[config.mk]
export PLATFORM = sky130hd
export DESIGN_NAME = concat_pack_ctrl
export DESIGN_NICKNAME = d
export VERILOG_FILES = /design/src/rtl/concat_pack_ctrl.sv
export SDC_FILE = /design/constraint.sdc
export NUM_CORES = 1
export LEC_CHECK = 0
export ABC_AREA = 1
export BUFFER_PORTS_ARGS = -buffer_cell sky130_fd_sc_hd__buf_2
export CAP_MARGIN = 20
export CORE_ASPECT_RATIO = 1.5
export CORE_UTILIZATION = 34
export DETAILED_ROUTE_END_ITERATION = 10
export PLACE_DENSITY = 0.59
export SYNTH_ARGS = -nofsm -noshare
export SYNTH_HDL_FRONTEND = slang
export SYNTH_SLANG_ARGS = --single-unit
[constraint.sdc]
create_clock -name clk -period 1.3 [get_ports clk]
set_input_delay 0.26 -clock clk [delete_from_list [all_inputs] [get_ports clk]]
set_output_delay 0.26 -clock clk [all_outputs]
set_load 0.02 [all_outputs]
[src/rtl/concat_pack_ctrl.sv]
// concat_pack_ctrl: packs IN_W-bit chunks LSB-first into OUT_W words; define CONCAT_PACK_FLUSH_EN for the flush port
module concat_pack_ctrl #(
  parameter int IN_W = 4,
  parameter int RATIO = 4,
  localparam int OUT_W = IN_W * RATIO,
  localparam int CNT_W = $clog2(RATIO + 1)
) (
  input  logic             clk,
  input  logic             rst,
  input  logic             in_valid,
  output logic             in_ready,
  input  logic [IN_W-1:0]  in_data,
  output logic             out_valid,
  input  logic             out_ready,
  output logic [OUT_W-1:0] out_data,
`ifdef CONCAT_PACK_FLUSH_EN
  input  logic             flush,
`endif
  output logic [CNT_W-1:0] out_count
);
  typedef enum logic {ACC, HOLD} state_t;
  state_t state, state_n;
  logic [OUT_W-1:0] word, word_n;
  logic [CNT_W-1:0] idx, idx_n, count_n;
  logic xfer_in;
  assign in_ready = !rst && (state == ACC || out_ready);
  assign out_valid = !rst && state == HOLD;
  assign xfer_in = in_valid && in_ready;
  assign out_data = word;
  // state, word buffer, slot index and completed-word chunk count
  always_ff @(posedge clk) begin
    if (rst) begin
      state <= ACC;
      word <= '0;
      idx <= '0;
      out_count <= '0;
    end else begin
      state <= state_n;
      word <= word_n;
      idx <= idx_n;
      out_count <= count_n;
    end
  end
  // next state: append chunks in ACC; in HOLD the leaving word is cleared and a same-cycle chunk starts slot 0
  always_comb begin
    state_n = state;
    word_n = word;
    idx_n = idx;
    count_n = out_count;
    if (state == ACC) begin
      if (xfer_in) begin
        for (int k = 0; k < RATIO; k++)
          if (idx == CNT_W'(k)) word_n[k*IN_W +: IN_W] = in_data;
        idx_n = idx + 1'b1;
      end
      if (xfer_in && idx == CNT_W'(RATIO - 1)) begin
        state_n = HOLD;
        count_n = CNT_W'(RATIO);
        idx_n = '0;
      end
`ifdef CONCAT_PACK_FLUSH_EN
      else if (flush && (xfer_in || idx != '0)) begin
        state_n = HOLD;
        count_n = idx + {{(CNT_W-1){1'b0}}, xfer_in};
        idx_n = '0;
      end
`endif
    end else if (out_ready) begin
      state_n = ACC;
      word_n = '0;
      idx_n = xfer_in ? CNT_W'(1) : '0;
      if (xfer_in) word_n[IN_W-1:0] = in_data;
    end
  end
endmodule

-- Yosys cells after proc, flatten, opt, wreduce, memory -nomap -nowiden
Cells that the tools add are included.
- output and inout port bits: 21
- register bits: 21
- input bits: 8
- word-level logic and storage cells: 48
- $add $sub $neg: 1
- multiplexer cells: 16
- reductions and logical operators: 19
- bitwise gates (word level): 1
- equality and inequality tests: 4
- operators by type and width (cell ; count):
    $mux W16 ; 3
    $mux W4 ; 5
    $mux W3 ; 4
    $reduce_and A3 Y1 ; 4
    $reduce_bool A2 Y1 ; 5
    $eq A3 B2 Y1 const B ; 2
    $logic_and A1 B1 Y1 ; 4
    $mux W1 ; 4
    $reduce_and A2 Y1 ; 2
    $add A3 B1 Y3 const B ; 1
    $eq A3 B1 Y1 const B ; 1
    $logic_not A3 Y1 ; 1
    $reduce_bool A3 Y1 ; 1
    $ne A2 B2 Y1 const B ; 1
    $logic_not A1 Y1 ; 1
    $logic_or A1 B1 Y1 ; 1
    $not A1 Y1 ; 1

-- Longest topological paths before layout
- depth in word-level cells: 7
- depth in mapped cells: 8

-- Worst setup path before layout
OpenSTA, ideal clock, no wires.
- path kind: reg2reg
- start point: register idx[0]
- end point: register word[8], in the netlist out_data[8]
- stages on the path, launching flop included: 9
- setup slack: 177 ps
- required time: 1187 ps
- data arrival time: 1010 ps
- path buffers: 0
- path through: dfxtp_1 > inv_1 > ha_1 > nand2_1 > nand2_1 > nand2_1 > nand2_1 > nand2_1 > nor2_1
- longest elaborated chain between the ends: 3
- ends and longest elaborated chain (element ; RTL line ; RTL):
    start: declaration ; 24 ; logic [CNT_W-1:0] idx, idx_n, count_n;
    start signal: assignment ; 40 ; idx <= idx_n;
    $eq A3 B2 Y1 ; 53 ; if (idx == CNT_W'(k)) word_n[k*IN_W +: IN_W] = in_data;
    $reduce_bool A2 Y1 (no line) ; -- ;
    $reduce_and A3 Y1 (no line) ; -- ;
    end signal: assignment ; 39 ; word <= word_n;
    end: declaration ; 23 ; logic [OUT_W-1:0] word, word_n;
Every way passes these cells.
A chain may end at the register's enable or synchronous reset.

-- Worst setup path in the final report
- start point: register state
- end point: output out_valid
- longest elaborated chain between the ends: 1
- ends and longest elaborated chain (element ; RTL line ; RTL):
    start: declaration ; 22 ; state_t state, state_n;
    start signal: assignment ; 38 ; state <= state_n;
    $logic_and A1 B1 Y1 ; 27 ; assign out_valid = !rst && state == HOLD;
    end: declaration ; 13 ; output logic out_valid,
Every way passes these cells.

==> run_results.csv <==
group,metric,value,unit
clocking,numCtsBuffers,3,
global_routing,antenna_found_initial,0,
worst_setup_path,crit_type,"reg -> out",
cells_and_area,layout_commonest_cell,"nand2_1",
power_and_ir_drop,swShare,27.6,%
power_and_ir_drop,intPower,937,µW
global_routing,grt_pass1_wl,4080,µm
sta,fin_crit,1250,ps
global_routing,grt_overflow,0,
job,max_cap_violations,0,
worst_setup_path,r2r-start,"idx[0]",
floorplanning,die_h,71.2,µm
cells_and_area,drive_gt1_share,27.7,%
cells_and_area,fin_cells,223,
synth,syn_area,0.00109,mm²
worst_setup_path,cp_max_fo,5,
synth,yosysSeqAreaShare,38.7,%
sta,slew_viol_final,0,
sta,hold_violations,0,
synth,ys_warn_count,0,
clocking,cts_setup_buffers,0,
route,drc,0,
route,ant_nets,0,
cells_and_area,layout.nets,197,
route,vias,1008,
cells_and_area,fin_area,0.00131,mm²
clocking,cts_resized,2,
route,initialDrtViolationCount,20,
clocking,path_clk_slew,80,ps
floorplanning,io_pins,29,
sta,setup_viol_count_final,0,
cells_and_area,num_antenna_cells,0,
floorplanning,fp-row-count,24,
worst_setup_path,crit_family,"flip-flops",
route,drt_wl_total,2380,µm
worst_setup_path,required,1040,ps
worst_setup_path,cp.buffers_inverters,2,
worst_setup_path,crit_path_start,"state",
clocking,cts_buffer_depth,2,
clocking,root_buffer,"clkbuf_8",
clocking,cts_hold_buf,0,
placement,placedCellCount,219,
worst_setup_path,critPathMaxStageDelay,420,ps
power_and_ir_drop,ir_worst_vdd,748,µV
sta,fmax,802,MHz
power_and_ir_drop,p_seq_share,52.0,%
sta,post-route-period-util,96.0,%
clocking,clk_latency,260,ps
global_routing,grt_usage,16.2,%
power_and_ir_drop,powerDensity,987,mW/mm²
power_and_ir_drop,combPwrFrac,14.2,%
cells_and_area,fillers,328,
route,dr.pass1.iters,4,
hold_path,hp-start,"out_ready",
power_and_ir_drop,leakage,0.000684,µW
clocking,clock_sinks,21,
floorplanning,die_area,0.00343,mm²
cells_and_area,final_cell_mix,"nand2_1, nor2_1, buf_2",
worst_setup_path,crit_path_end_kind,"primary output",
cells_and_area,area_growth,20.7,%
placement,hpwl,1870,µm
placement,io_buffers,26,
floorplanning,core,0.00297,mm²
global_routing,first_global_vias,1024,
worst_setup_path,critical_path.slowest_cell,"dfxtp_2",
status,status,"complete, no violations",
cells_and_area,seqCellArea,424,µm²
power_and_ir_drop,switching_power,358,µW
clocking,htreeDepth,1,
route,drt-wirelength-per-cell,10.7,µm
synth,synth_seq_cells,21,
power_and_ir_drop,clockPowerShare,33.8,%
power_and_ir_drop,power,1290,µW
worst_setup_path,crit_chain,"inv_4 > nor2_1 > buf_2",
sta,skew,1.18,ps
synth,synth.distinct_cells,21,
placement,place_area,0.00125,mm²
global_routing,grt_start_max_net_pins,17,
floorplanning,initial_core_util,36.5,%
hold_path,hold_class,"in -> reg",
synth,syn_avg_cell_area,7.01,µm²
worst_setup_path,cp.arrival,990,ps
floorplanning,fp.dieW,48.1,µm
cells_and_area,multiInputGateArea,548,µm²
clocking,cts_tree,"yes",
worst_setup_path,startpoint_type,"flip-flop",
synth,syn_inst,155,
placement,place_congestion,0.757,
route,avgViaCountPerCell,4.52,
layout make-up:
class	count	share of cell area, %
multi-input combinational	108	41.8
sequential	21	32.3
clock buffer	3	3.15
tap	39	3.72
clock inverter	1	0.382
inverter	21	6.39
timing repair buffer	30	12.2
state kept, by name, indices dropped and copies added, names as in the netlist:
name,cells
state,1
out_count,1
out_data,16
idx,3
path summary, 6_finish.rpt:
kind                                endpoint  slack (ps)  depth (start not counted)
worst max-delay path               out_valid          50                          3
worst min register to register  out_count[2]         450                          2
worst min-delay path                   state         340                          4
worst max register to register   out_data[1]         130                          8
per-stage QoR:
step	util [%]	hold slack [ps]	setup TNS [ps]	setup slack, ps
2_1_floorplan	-	440	0	177
3_3_place_gp	41.9	436	0	34.5
3_5_place_dp	41.9	440	-31.8	-15.5
4_1_cts	43.6	348	0	38.7
5_1_grt	44.1	356	-34.3	-14.9
6_report	44.1	345	0	52.4
worst register-to-register path: cells and delay by family (launching register included):
family	cells	cell delay (ps)
DFF	1	370
and+or+nand+nor	6	430
buffers and inverters	1	90
adders and majority gates	1	200
cells by family after synthesis:
| group | Yosys count | share of synthesized area [%] |
|---|---|---|
| fa+ha+maj | 4 | 4.61 |
| other cells | 1 | 0.345 |
| buf+inv | 27 | 12.6 |
| simple gates | 81 | 34.1 |
| compound gates | 21 | 9.68 |
| flops | 21 | 38.7 |
synthesized netlist by cell type (all sizes together):
| library cell | n | area share (%) |
|---|---|---|
| nand2 | 42 | 16 |
| nor2 | 27 | 10 |
| dfxtp | 21 | 39 |
| inv | 21 | 7.7 |
| a21oi | 16 | 7.4 |
| nand3 | 10 | 5.1 |
| buf | 5 | 4.5 |
| o21ai | 5 | 2.3 |
| ha | 4 | 4.6 |
| clkbuf | 1 | 0.35 |
| conb | 1 | 0.35 |
| nand3b | 1 | 0.69 |
| nand4 | 1 | 2.0 |
power by group through the flow:
stage / logic [µW] / clock network (µW) / registers, µW
final: 184 / 437 / 673
after global routing: 212 / 462 / 676
after CTS: 183 / 445 / 673
after detailed placement: 182 / 0 / 688
after global placement: 178 / 0 / 687
after floorplan: 118 / 0 / 705
per-layer routing:
metal / part of all wire (%) / global-route usage, %
met5: 0 / 0
met4: 2.2 / 8.64
met3: 2.2 / 2.02
met2: 55 / 27.7
met1: 40 / 18.2
(Power assumes the default switching activity.)
